<file path="src/rtl/joy_pkg.sv">
// Shared types and constants for the joystick direction decoder.
package joy_pkg;
  localparam int ADC_W = 10;

  localparam int DIR_UP    = 0;
  localparam int DIR_DOWN  = 1;
  localparam int DIR_LEFT  = 2;
  localparam int DIR_RIGHT = 3;

  typedef enum logic [1:0] {
    S_IDLE     = 2'd0,
    S_WAIT     = 2'd1,
    S_ACCUM    = 2'd2,
    S_CLASSIFY = 2'd3
  } state_t;
endpackage

</file>
<file path="src/rtl/joy_axis_classifier.sv">
// One axis: dead-zone classification into pos/neg levels plus press/auto-repeat events.
// Optional release hysteresis under JOY_HYST_EN.
module joy_axis_classifier
  import joy_pkg::*;
#(
  parameter int CENTER        = 512,
  parameter int DEADZONE      = 128,
  parameter int REPEAT_FRAMES = 50
`ifdef JOY_HYST_EN
  ,parameter int HYST         = 32
`endif
) (
  input  logic             clk,
  input  logic             reset,
  input  logic [ADC_W-1:0] avg,
  input  logic             strobe,
  output logic             pos_level,
  output logic             neg_level,
  output logic             pos_event,
  output logic             neg_event
);
  localparam int RW = $clog2(REPEAT_FRAMES + 1);
  localparam logic [ADC_W-1:0] HI   = ADC_W'(CENTER + DEADZONE);
  localparam logic [ADC_W-1:0] LO   = ADC_W'(CENTER - DEADZONE);
  localparam logic [RW-1:0]    RMAX = RW'(REPEAT_FRAMES - 1);
`ifdef JOY_HYST_EN
  localparam logic [ADC_W-1:0] HI_REL = ADC_W'(CENTER + DEADZONE - HYST);
  localparam logic [ADC_W-1:0] LO_REL = ADC_W'(CENTER - DEADZONE + HYST);
`endif

  // index 0 = positive direction, 1 = negative direction
  logic [1:0]         lvl, lvl_nxt, evt;
  logic [1:0][RW-1:0] hold;

  always_comb begin
    lvl_nxt[0] = avg > HI;
    lvl_nxt[1] = avg < LO;
`ifdef JOY_HYST_EN
    // an active level is kept until the axis falls strictly inside the narrower band
    if (lvl[0] && avg >= HI_REL) lvl_nxt[0] = 1'b1;
    if (lvl[1] && avg <= LO_REL) lvl_nxt[1] = 1'b1;
`endif
  end

  always_ff @(posedge clk or negedge reset) begin
    if (!reset) begin
      lvl  <= '0;
      evt  <= '0;
      hold <= '0;
    end else begin
      evt <= '0;
      if (strobe) begin
        for (int i = 0; i < 2; i++) begin
          lvl[i] <= lvl_nxt[i];
          if (lvl_nxt[i] && !lvl[i]) begin
            evt[i]  <= 1'b1;
            hold[i] <= '0;
          end else if (lvl_nxt[i]) begin
            if (hold[i] == RMAX) begin
              evt[i]  <= 1'b1;
              hold[i] <= '0;
            end else begin
              hold[i] <= hold[i] + 1'b1;
            end
          end else begin
            hold[i] <= '0;
          end
        end
      end
    end
  end

  assign pos_level = lvl[0];
  assign neg_level = lvl[1];
  assign pos_event = evt[0];
  assign neg_event = evt[1];
endmodule

</file>
<file path="src/rtl/joystick_direction_decoder.sv">
// Paces MCP3008 conversions, box-car averages X/Y pairs and decodes joystick directions.
// Optional release hysteresis under JOY_HYST_EN.
module joystick_direction_decoder
  import joy_pkg::*;
#(
  parameter int CLK_HZ         = 50000000,
  parameter int SAMPLE_HZ      = 1000,
  parameter int AVG_LOG2       = 2,
  parameter int CENTER         = 512,
  parameter int DEADZONE       = 128,
  parameter int REPEAT_FRAMES  = 50,
  parameter int TIMEOUT_CYCLES = 1024
`ifdef JOY_HYST_EN
  ,parameter int HYST          = 32
`endif
) (
  input  logic             clk,
  input  logic             reset,
  input  logic             enable,
  output logic             adc_start,
  input  logic [ADC_W-1:0] adc_x,
  input  logic [ADC_W-1:0] adc_y,
  input  logic             adc_valid,
  output logic [ADC_W-1:0] x_avg,
  output logic [ADC_W-1:0] y_avg,
  output logic             avg_valid,
  output logic [3:0]       dir_level,
  output logic [3:0]       dir_event,
  output logic             adc_timeout
);
  localparam int SAMPLE_DIV = CLK_HZ / SAMPLE_HZ;
  localparam int TW = $clog2(SAMPLE_DIV);
  localparam int WW = $clog2(TIMEOUT_CYCLES + 1);
  localparam int AW = ADC_W + AVG_LOG2;
  localparam int CW = (AVG_LOG2 > 0) ? AVG_LOG2 : 1;
  localparam logic [TW-1:0] TMAX = TW'(SAMPLE_DIV - 1);
  localparam logic [WW-1:0] WMAX = WW'(TIMEOUT_CYCLES - 1);
  localparam logic [CW-1:0] NMAX = CW'((1 << AVG_LOG2) - 1);

  state_t           state;
  logic [TW-1:0]    timer;
  logic [WW-1:0]    wait_cnt;
  logic [ADC_W-1:0] cap_x, cap_y;
  logic [AW-1:0]    acc_x, acc_y, sum_x, sum_y;
  logic [CW-1:0]    cnt;
  logic [ADC_W-1:0] avg_x_nxt, avg_y_nxt;
  logic             tick, frame_done;
  logic             x_pos, x_neg, y_pos, y_neg;
  logic             x_pos_ev, x_neg_ev, y_pos_ev, y_neg_ev;

  assign tick       = enable && (timer == TMAX);
  assign sum_x      = acc_x + AW'(cap_x);
  assign sum_y      = acc_y + AW'(cap_y);
  assign avg_x_nxt  = ADC_W'(sum_x >> AVG_LOG2);
  assign avg_y_nxt  = ADC_W'(sum_y >> AVG_LOG2);
  // classifiers see the fresh average on the same edge it is latched
  assign frame_done = (state == S_ACCUM) && (cnt == NMAX);

  always_ff @(posedge clk or negedge reset) begin
    if (!reset)           timer <= '0;
    else if (!enable)     timer <= '0;
    else if (timer == TMAX) timer <= '0;
    else                  timer <= timer + 1'b1;
  end

  always_ff @(posedge clk or negedge reset) begin
    if (!reset) begin
      state       <= S_IDLE;
      adc_start   <= 1'b0;
      wait_cnt    <= '0;
      cap_x       <= '0;
      cap_y       <= '0;
      acc_x       <= '0;
      acc_y       <= '0;
      cnt         <= '0;
      x_avg       <= '0;
      y_avg       <= '0;
      avg_valid   <= 1'b0;
      adc_timeout <= 1'b0;
    end else begin
      adc_start <= 1'b0;
      avg_valid <= frame_done;
      case (state)
        S_IDLE: if (tick) begin
          adc_start <= 1'b1;
          wait_cnt  <= '0;
          state     <= S_WAIT;
        end
        S_WAIT: begin
          if (adc_valid) begin
            cap_x       <= adc_x;
            cap_y       <= adc_y;
            adc_timeout <= 1'b0;
            state       <= S_ACCUM;
          end else if (wait_cnt == WMAX) begin
            adc_timeout <= 1'b1;
            state       <= S_IDLE;
          end else begin
            wait_cnt <= wait_cnt + 1'b1;
          end
        end
        S_ACCUM: begin
          if (cnt == NMAX) begin
            x_avg <= avg_x_nxt;
            y_avg <= avg_y_nxt;
            acc_x <= '0;
            acc_y <= '0;
            cnt   <= '0;
            state <= S_CLASSIFY;
          end else begin
            acc_x <= sum_x;
            acc_y <= sum_y;
            cnt   <= cnt + 1'b1;
            state <= S_IDLE;
          end
        end
        S_CLASSIFY: state <= S_IDLE;
        default:    state <= S_IDLE;
      endcase
    end
  end

  joy_axis_classifier #(
    .CENTER(CENTER), .DEADZONE(DEADZONE), .REPEAT_FRAMES(REPEAT_FRAMES)
`ifdef JOY_HYST_EN
    ,.HYST(HYST)
`endif
  ) u_x (
    .clk(clk), .reset(reset), .avg(avg_x_nxt), .strobe(frame_done),
    .pos_level(x_pos), .neg_level(x_neg), .pos_event(x_pos_ev), .neg_event(x_neg_ev)
  );

  joy_axis_classifier #(
    .CENTER(CENTER), .DEADZONE(DEADZONE), .REPEAT_FRAMES(REPEAT_FRAMES)
`ifdef JOY_HYST_EN
    ,.HYST(HYST)
`endif
  ) u_y (
    .clk(clk), .reset(reset), .avg(avg_y_nxt), .strobe(frame_done),
    .pos_level(y_pos), .neg_level(y_neg), .pos_event(y_pos_ev), .neg_event(y_neg_ev)
  );

  assign dir_level[DIR_UP]    = y_pos;
  assign dir_level[DIR_DOWN]  = y_neg;
  assign dir_level[DIR_LEFT]  = x_neg;
  assign dir_level[DIR_RIGHT] = x_pos;
  assign dir_event[DIR_UP]    = y_pos_ev;
  assign dir_event[DIR_DOWN]  = y_neg_ev;
  assign dir_event[DIR_LEFT]  = x_neg_ev;
  assign dir_event[DIR_RIGHT] = x_pos_ev;
endmodule

</file>
<file path="config.mk">
export PLATFORM = sky130hd
export DESIGN_NAME = joystick_direction_decoder
export DESIGN_NICKNAME = d
export VERILOG_FILES = /design/src/rtl/joy_pkg.sv /design/src/rtl/joy_axis_classifier.sv /design/src/rtl/joystick_direction_decoder.sv
export SDC_FILE = /design/constraint.sdc
export NUM_CORES = 1
export LEC_CHECK = 0
export CAP_MARGIN = 20
export CORE_MARGIN = 2
export CORE_UTILIZATION = 40
export CTS_CLUSTER_DIAMETER = 50
export DETAILED_ROUTE_END_ITERATION = 16
export DONT_BUFFER_PORTS = 1
export PLACE_DENSITY = 0.6
export SYNTH_ARGS = -nofsm -noshare
export SYNTH_HDL_FRONTEND = slang
export SYNTH_SLANG_ARGS = --single-unit
</file>
<file path="constraint.sdc">
create_clock -name clk -period 4.8 [get_ports clk]
set_clock_uncertainty 0.05 [all_clocks]
set_input_delay 0.48 -clock clk [delete_from_list [all_inputs] [get_ports clk]]
set_output_delay 0.48 -clock clk [all_outputs]
set_load 0.005 [all_outputs]
</file>
* Yosys cells after proc, flatten, opt, wreduce, memory -nomap -nowiden
Index checks and enable logic that the tools add are counted.
** Word-level totals
- Flip-flop bits (word level) :: 130
- Bits of input ports :: 24
- Output and inout port bits :: 31
** Cells by class
- Add/subtract/negate cells :: 9
- Magnitude comparators :: 4
- Eq/ne operators :: 14
- Muxes and demuxes :: 44
- Reductions and logical operators :: 18
** Operator list (number)
- two-way mux 6 bit :: 12
- two-way mux 11 bit :: 3
- two-way mux 16 bit :: 2
- adder 12 x 10 -> 12 bit :: 2
- adder 6 x 1 -> 6 bit (second input constant) :: 4
- == test 6 bit (second input constant) :: 4
- two-way mux 12 bit :: 2
- one-hot mux 11 bit (2 select lines) :: 1
- > comparator 10 bit (second input constant) :: 2
- < comparator 10 x 9 -> 1 bit (second input constant) :: 2
- adder 16 x 1 -> 16 bit (second input constant) :: 1
- == test 16 bit (second input constant) :: 1
- two-way mux 1 bit :: 16
- two-way mux 2 bit :: 7
- adder 11 x 1 -> 11 bit (second input constant) :: 1
- == test 11 x 10 -> 1 bit (second input constant) :: 1
- one-hot mux 2 bit (4 select lines) :: 1
- AND reduction 2 bit :: 4
- == test 2 bit (second input constant) :: 3
- logical AND 1 bit :: 6
- != test 2 bit (second input constant) :: 3
- logical NOT 1 bit :: 4
- AND reduction 4 bit :: 1
- nonzero test 2 bit :: 2
- other kinds (4) :: 4

* Depth between registers and ports, before layout
- Depth after elaboration :: 5
- Mapped depth :: 11
- Depth with buffers taken out :: 11

* Hierarchy
Synthesis repeated with hierarchy kept, for this count alone.
** Second synthesis, totals
- Cell total of the unflattened synthesis :: 603
- Area, all modules :: 6708.9 sq um
** By module, submodules not included
- joystick_direction_decoder :: instances 1, cells an instance 445, area an instance 4952.2 sq um, seq. area each 2452.4 sq um
- joy_axis_classifier :: instances 2, cells an instance 79, area an instance 878.3 sq um, seq. area each 400.4 sq um

* Worst setup path after synthesis
OpenSTA, ideal clock, no wires.
- Kind :: register to register
- From :: register cap_x[0]
- To :: register u_x.hold[9] (netlist bit)
- Setup time :: 0.124 ns
- Arrival :: 2.511 ns
- Slack :: 2.115 ns
- Cell stages (with the launch flop) :: 12
- Buffers on the path :: 0
- Period minus slack after synthesis :: 2.685 ns
- Path through :: dfrtp_1 -> ha_1 -> inv_1 -> fa_1 -> nand2b_1 -> a21oi_2 -> o21ai_1 -> o311ai_1 -> nor2_1 -> o2111ai_2 -> nor2_1 -> a211o_1
** Between the ends
- Word-level cells in the longest chain between the ends :: 4
** Ends and longest elaborated chain
- from (decl) :: RTL line joystick_direction_decoder.sv:43 : logic [ADC_W-1:0] cap_x, cap_y;
- from (signal assigned) :: RTL line joystick_direction_decoder.sv:71 : cap_x <= '0;
- from (signal assigned) :: RTL line joystick_direction_decoder.sv:91 : cap_x <= adc_x;
- adder 12 x 10 -> 12 bit (*) :: RTL line joystick_direction_decoder.sv:52 : assign sum_x = acc_x + AW'(cap_x);
- < comparator 10 x 9 -> 1 bit (*) :: RTL line joy_axis_classifier.sv:37 : lvl_nxt[1] = avg < LO;
- two-way mux 6 bit or logical AND 1 bit (tied branches) :: RTL line joy_axis_classifier.sv:58, joy_axis_classifier.sv:55
- two-way mux 6 bit (*) :: RTL line joy_axis_classifier.sv:55 : if (lvl_nxt[i] && !lvl[i]) begin
- to (signal, indexed assignment) :: RTL line joy_axis_classifier.sv:63 : hold[i] <= hold[i] + 1'b1;
- to (decl) :: RTL line joy_axis_classifier.sv:33 : logic [1:0][RW-1:0] hold;
Mark *: on every way between the ends. The rest lies on a longest branch, timed or not.
A chain may end at the register's enable or synchronous reset.

* Final worst setup path
Ends and elaborated chain as after synthesis.

==> metrics list <==
- Once detail routing completed, the nets flagged for antenna violations numbered 0.
* Leakage Power: 3.45 nW
- Remaining global-route overflow: 0
* Pin count of the biggest net entering global routing: 131
- The flow ran to the end, but the final reports show violations.
- After detailed routing, the average wire length per cell comes to 15.7 um.
* Max VDD drop: 0.251 mV
- Among all stages on the critical path, the largest delay is contributed by sky130_fd_sc_hd__fa_1.
* DRC violation count after routing: 0
- Proportion of register bits with asynchronous set or reset after synthesis: 100%
- Starting Density: 40.8%
* Die width: 134 um
- STA classifies the critical path endpoint as a flip-flop.
- Worst-case reg-to-reg path depth: 11
* TritonCTS clock tree: done
* Detailed-routing iteration count for the pre-antenna-repair pass: 4
- IO Pins: 55
- Setup slack on the worst flop-to-flop path: 1770 ps
* Number of instances in the synthesized netlist: 682
* Clock-pin slew reported for the worst setup and hold paths after clock tree synthesis: 60 ps
* Pre-CTS worst setup slack: 1800 ps
- Post-synth net total: 739
- The number of antenna violations at the first check in global routing was 0.
* MaxCap Viol Count: 0
- Critical path's most frequent cell: sky130_fd_sc_hd__nor2_1
- The floorplan step defined a die boundary enclosing 0.0180 mm2.
* Number of enable flip-flop cells after synthesis: 0
- The worst path needs 3030 ps of the cycle, external delays included.
- Ys Warns: 0
- After layout, the worst path uses 63.0% of the clock period.
- For this run, the slowest stage of the critical path takes 410 ps.
* Crit path DAT: 3290 ps
- Synth cell types: 74
- Measured against its own limit, the worst slew margin works out to 33.8%.
* First-pass GRT wire length: 24.5 mm
- Placer's final routability congestion estimate: 0.855
- In this run the number of H-tree levels came out at 4.
* Final setup vio count: 0
- Setup total negative slack: 0 ps
- Vias per cell: 5.40
- The tightest min-delay check is of the in -> async type.
* Type of element launching the critical path: flip-flop
* Switching Share: 22.2%
- The top cell types in the final layout, fill and taps aside, are sky130_fd_sc_hd__dfrtp_1, sky130_fd_sc_hd__nand2_1, sky130_fd_sc_hd__o21ai_0.
* Buffers added on ports: 0
- Measured on the finished design, the core utilization comes to 45.4%.
- Violations in the final reports: hold timing
- Iter 0 DRT Violations: 353
- CTS buffer count: 17
* Total net switching power: 0.000536 W
* Transition time of the tightest slew-check pin: 991 ps
- In this run the critical register-to-register path is captured at u_x.hold[9].
- The tree is rooted in a sky130_fd_sc_hd__clkbuf_16.
- Clock tree synthesis found a total of 130 sinks.
- Final layout net count: 733
- Core Box Area: 0.0166 mm2
- Critical R2R Launch: cap_x[0]
* Crit Path Max Fanout: 8
* Fill cell total of the finished layout: 1,572
* Sequential cell area fraction in the yosys report: 48.1%
- Worst-Skew Late Latency: 430 ps
- Combinational logic is responsible for 1.3% of the overall power.
* Origin of the worst setup path: cap_x[0]
- The critical path in this run is classified as reg -> reg.
- Overall Global Routing Usage: 17.1%
- Required time reported for the critical path endpoint: 5060 ps
- The hold violation count in the final report is 19.
* Hold_ws: -18.0 ps
- Pwr Total: 0.00241 W
- Of the cells placed in the final design, the portion with a size suffix greater than 1 is 11.8%.
- Vias in the first global route: 4,946
- Cell internal power was estimated by the tool at 0.00187 W.
* RSZ-0062 raised after global routing: no
- Post-route worst setup slack: 1770 ps
- The floorplan step set the die height to 134 um.
* Cells along the critical path: ha_1 -> inv_1 -> fa_1 -> nand2b_1 -> a21oi_2 -> o21ai_1 -> o311ai_1 -> nor2_1 -> o2111ai_2 -> nor2_1 -> a211o_1
* Netlist Area Pre-Place: 0.00677 mm2
- Per report_power, the clock group accounts for 52.9% of the total.
- Grouping stages by cell kind, the critical path spends the most delay in compound AO/OA/AOI/OAI gates.
- Total number of placement rows: 47
* Total inserted antenna cells: 0
- Based on the critical path, the design can be clocked at up to 331 MHz.
- Averaged over all synthesized cells, the footprint is 9.92 um2.
- Post-Route WL: 14.2 mm
- Count of buffers added by post-CTS timing repair for setup: 0
- Total via count after detailed routing: 4,907
- The HPWL after detailed placement is 9.70 mm.
* Commonest register cell after synthesis: sky130_fd_sc_hd__dfrtp_1
- Portion of total power attributed to sequential cells: 45.8%
- The number of max-slew violations in the final report is 0.
- Buffers and inverters on the worst path: 1
- Post-synthesis sequential element count: 130
- The library cell used most frequently in the layout, excluding fill and tap cells, is sky130_fd_sc_hd__dfrtp_1.
- Area added between synthesis and finish: 11.3%
* Power density over the cells: 320 mW/mm2
* Bufs on Longest Clock Path: 2
==> logic make-up (layout without fill, tap and decap cells) <==
family / Yosys count / in the layout / synth area share (%)
AND/OR/NAND/NOR: 252 / 252 / 17.9
XOR/XNOR: 41 / 41 / 5.42
buffers and inverters: 51 / 58 / 3.31
flip-flops: 130 / 130 / 48.1
adder cells (fa/ha/maj): 33 / 33 / 6.33
multiplexers: 21 / 21 / 3.48
AO/OA/AOI/OAI: 154 / 154 / 15.5
==> repair_timing <==
item	in CTS	in global routing
hold buffers	1	0
gates resized for setup	0	0
setup endpoints to repair	0	0
endpoints found under the hold margin	130	0
==> registers in the layout (all words and copies together) (netlist names), 10 cells and up <==
signal	flops
acc_x	12
acc_y	12
cap_x	10
cap_y	10
timer	16
u_x.hold	12
u_y.hold	12
wait_cnt	11
x_avg	10
y_avg	10
==> worst reg2reg max path, cell delays in order (launching register included) <==
cell                        delay [ps]
sky130_fd_sc_hd__dfrtp_1           350
sky130_fd_sc_hd__ha_1              200
sky130_fd_sc_hd__inv_1              70
sky130_fd_sc_hd__fa_1              410
sky130_fd_sc_hd__nand2b_1          210
sky130_fd_sc_hd__a21oi_2           250
sky130_fd_sc_hd__o21ai_1           110
sky130_fd_sc_hd__o311ai_1          320
sky130_fd_sc_hd__nor2_1            190
sky130_fd_sc_hd__o2111ai_2         400
sky130_fd_sc_hd__nor2_1             90
sky130_fd_sc_hd__a211o_1           280
==> worst max path at each step <==
stage / end / slack [ps] / depth (start not counted)
2_1_floorplan: u_x.hold[9] / 2120 / 11
3_3_place_gp: u_x.hold[9] / 1940 / 11
3_5_place_dp: u_x.hold[1] / 1800 / 11
4_1_cts: u_x.hold[1] / 1800 / 11
5_1_grt: u_x.hold[1] / 1500 / 11
6_report: u_x.hold[9] / 1770 / 11
==> metal layers <==
| metal | vias up | GRT usage (%) | routed length (um) |
|---|---|---|---|
| met5 | - | 0 | 0 |
| met4 | 0 | 7.60 | 342 |
| met3 | 25 | 3.85 | 524 |
| met2 | 90 | 27.6 | 6830 |
| met1 | 2403 | 22.0 | 6550 |
| li1 | 2389 | - | - |
==> area by class of cell <==
type | instances | area (um2) | area share (%)
repair buffers | 3 | 42.5 | 0.565
clock buffers | 18 | 429 | 5.70
well taps | 220 | 275 | 3.66
multi-input cells | 501 | 3290 | 43.7
clock inverters | 14 | 153 | 2.03
inverters | 23 | 86.3 | 1.15
flip-flops and latches | 130 | 3250 | 43.2
==> cell usage after synthesis (3+ instances only) <==
| library cell | number | area share, % |
|---|---|---|
| sky130_fd_sc_hd__nor2_1 | 51 | 2.8 |
| sky130_fd_sc_hd__o211ai_1 | 4 | 0.44 |
| sky130_fd_sc_hd__ha_1 | 31 | 5.7 |
| sky130_fd_sc_hd__xor2_1 | 19 | 2.5 |
| sky130_fd_sc_hd__a21o_1 | 11 | 1.2 |
| sky130_fd_sc_hd__a21oi_1 | 21 | 1.6 |
| sky130_fd_sc_hd__or3_1 | 8 | 0.74 |
| sky130_fd_sc_hd__o21ai_0 | 55 | 4.1 |
| sky130_fd_sc_hd__a22o_1 | 7 | 0.91 |
| sky130_fd_sc_hd__dfrtp_1 | 130 | 48 |
| sky130_fd_sc_hd__buf_4 | 8 | 0.89 |
| sky130_fd_sc_hd__nand2b_1 | 7 | 0.65 |
| sky130_fd_sc_hd__inv_1 | 22 | 1.2 |
| sky130_fd_sc_hd__a31oi_1 | 3 | 0.28 |
| sky130_fd_sc_hd__nand2_1 | 100 | 5.5 |
| sky130_fd_sc_hd__nor4_1 | 3 | 0.28 |
| sky130_fd_sc_hd__nor3b_1 | 3 | 0.33 |
| sky130_fd_sc_hd__and3_1 | 12 | 1.1 |
| sky130_fd_sc_hd__o31ai_1 | 4 | 0.44 |
| sky130_fd_sc_hd__clkbuf_1 | 16 | 0.89 |
| sky130_fd_sc_hd__nand4b_1 | 3 | 0.39 |
| sky130_fd_sc_hd__xnor2_1 | 21 | 2.7 |
| sky130_fd_sc_hd__o21ai_1 | 4 | 0.30 |
| sky130_fd_sc_hd__or2_2 | 5 | 0.46 |
| sky130_fd_sc_hd__nand3_1 | 21 | 1.6 |
| sky130_fd_sc_hd__a211oi_1 | 3 | 0.33 |
| sky130_fd_sc_hd__mux2_2 | 20 | 3.3 |
| sky130_fd_sc_hd__nor3_1 | 11 | 0.81 |
| sky130_fd_sc_hd__o22ai_1 | 7 | 0.65 |
| sky130_fd_sc_hd__nor2b_1 | 10 | 0.92 |
| sky130_fd_sc_hd__nand3b_1 | 4 | 0.44 |
==> power groups by stage <==
| stage | sequential [W] | combinational (W) | clock (W) |
|---|---|---|---|
| detailed placement | 0.00112 | 0.00000814 | 0 |
| global placement | 0.00112 | 0.00000801 | 0 |
| floorplan | 0.00112 | 0.00000704 | 0 |
| global route | 0.00110 | 0.0000368 | 0.00135 |
| finish | 0.00110 | 0.0000309 | 0.00128 |
| CTS | 0.00110 | 0.0000332 | 0.00131 |
==> through the flow <==
stage               area [um2]  std cells
floorplan                 6770        682
global placement          6920        876
detailed placement        6920        876
CTS                       7530        909
global route              7530        909
finish                    7530        909
(Power assumes the default switching activity.)
==> RTL edit (same flow settings) <==
One comparison of `timer` changes from == to >=.
--- a/src/rtl/joystick_direction_decoder.sv
+++ b/src/rtl/joystick_direction_decoder.sv
@@ -49,5 +49,5 @@
   logic             x_pos_ev, x_neg_ev, y_pos_ev, y_neg_ev;
 
-  assign tick       = enable && (timer == TMAX);
+  assign tick       = enable && (timer >= TMAX);
   assign sum_x      = acc_x + AW'(cap_x);
   assign sum_y      = acc_y + AW'(cap_y);
Function: no difference found for any inputs over 10 cycles, from zero or initial values and one cycle with reset low; that may be too few to reach the edited logic, so the function may still have changed.
==> RTL edit against the unedited design <==
  * The flow still finishes with violations (negative hold slack)
  * Final area rose by 0.42%
  * Setup slack lost 0.13 ns
  * Sequential share of layout area shrank 0.18 points
  * Total power increased by 1.1%
  * Area after synthesis fell by 0.18%
  * Count of clock-buffer cells in the layout grew 6
  * Sequential cell count unchanged
  * First-iteration DRC count down 1.4%
  * Routed wire length is 0.73% higher
  * Sequential power about the same
  * Critical endpoint is now u_y.hold[2]$_DFFE_PN0P_
==> RTL edit: results <==
group,metric,value,unit
sta,hold_viol,6,
synth,synth_area_leaders,"dfrtp_1 (48%), ha_1 (5.7%), nand2_1 (5.1%)",
layout,final_layout_size_suffix_gt1_share,10.6,%
critical_path,crit_fanout,7,
power_and_ir_drop,swShare,20.0,%
clocking,clock_latency,0.41,ns
critical_path,r2r_start,"cap_y[0]$_DFFE_PN0P_",
power_and_ir_drop,total_leakage_power,3.48,nW
place,post-dp-hpwl,9810,µm
status,violations,"negative hold slack",
status,outcome,"finished with violations",
clocking,path_clk_slew,0.06,ns
layout,top_register,"timer",
layout,fin_nets,739,
synth,async_flop_share,100,%
synth,synth_commonest_cells,"dfrtp_1 (130), nand2_1 (92), o21ai_0 (59)",
grt,antenna_found_initial,1,
detailed_routing,vias,5012,
place,finalWeightedCongestion,0.849,
sta,max_slew_margin,28.3,%
detailed_routing,dr.pass1.iters,5,
power_and_ir_drop,ir_drop,244,µV
detailed_routing,wl,14300,µm
grt,track_usage,17.1,%
place,place_ws,1.68,ns
synth,ys_seq_area_share,48.2,%
sta,fin_hold_ws,-0.0305,ns
grt,grt_max_degree,131,
critical_path,crit_arrival,3.41,ns
synth,synth.distinct_cells,64,
grt,grt_pass1_wl,24600,µm
detailed_routing,drtIter0Drc,348,
-- RTL edit: stage by stage --
step	cells	area [µm²]	hold WS, ns
after floorplan	686	6750	0.134
after global placement	882	6920	0.141
after detailed placement	882	6920	0.141
after CTS	915	7560	0.0174
after global routing	916	7560	0.0175
final	916	7560	-0.0305
-- RTL edit: final timing paths --
check | slack (ns) | cells after the start | to
max reg2reg | 1.64 | 10 | u_y.hold[2]$_DFFE_PN0P_
min | -0.03 | 1 | timer[2]$_DFF_PN0_
max in group asynchronous | 4.23 | 1 | u_x.hold[11]$_DFFE_PN0P_
min reg2reg | 0.40 | 1 | timer[0]$_DFF_PN0_
max | 1.64 | 10 | u_y.hold[2]$_DFFE_PN0P_
min in group clk | 0.15 | 1 | timer[2]$_DFF_PN0_
-- RTL edit: per-layer routing --
| layer | GRT usage, % | routed length, µm | up-vias |
|---|---|---|---|
| met3 | 3.97 | 619 | 20 |
| li1 | - | - | 2427 |
| met4 | 7.57 | 261 | 0 |
| met1 | 22.1 | 6610 | 2460 |
| met2 | 27.4 | 6850 | 105 |
| met5 | 0 | 0 | - |
-- RTL edit: cell families after synthesis --
family	Yosys count	synth area share, %
adders and majority gates	33	6.34
muxes	22	3.63
AOI/OAI and AO/OA	170	17.2
xor gates and xnor gates	34	4.41
buffers and inverters	55	3.52
DFF	130	48.2
and+or+nand+nor	242	16.8
-- RTL edit: cell type report --
type / count / area, µm²
Antenna cell: 1 / 2.50
Clock inverter: 8 / 98.8
Clock buffer: 24 / 512
Fill cell: 1524 / 8960
Inverter: 28 / 105
Tap cell: 220 / 275
Sequential cell: 130 / 3250
Timing Repair Buffer: 4 / 50.0
Multi-Input combinational cell: 501 / 3260
-- RTL edit: power by group through the flow --
| stage | logic [mW] | registers [mW] | clock network (mW) |
|---|---|---|---|
| 2_1_floorplan | 0.00567 | 1.12 | 0 |
| 3_3_place_gp | 0.00653 | 1.12 | 0 |
| 3_5_place_dp | 0.00684 | 1.12 | 0 |
| 4_1_cts | 0.0316 | 1.10 | 1.34 |
| 5_1_grt | 0.0355 | 1.10 | 1.39 |
| 6_report | 0.0294 | 1.10 | 1.31 |
-- RTL edit: timing repair --
action / in CTS / in global routing
hold endpoints to repair: 130 / 0
hold buffers: 1 / 0
gates resized for setup: 0 / 0
-- RTL edit: critical path, stage by stage (launching register included) --
cell and delay [ns]:
dfrtp_1 0.38, ha_1 0.26, fa_1 0.42, a21oi_1 0.21
o22ai_2 0.16, o311a_1 0.34, a2111oi_4 0.35, a41oi_1 0.22
o211ai_2 0.35, o21ai_1 0.11, a21o_1 0.18
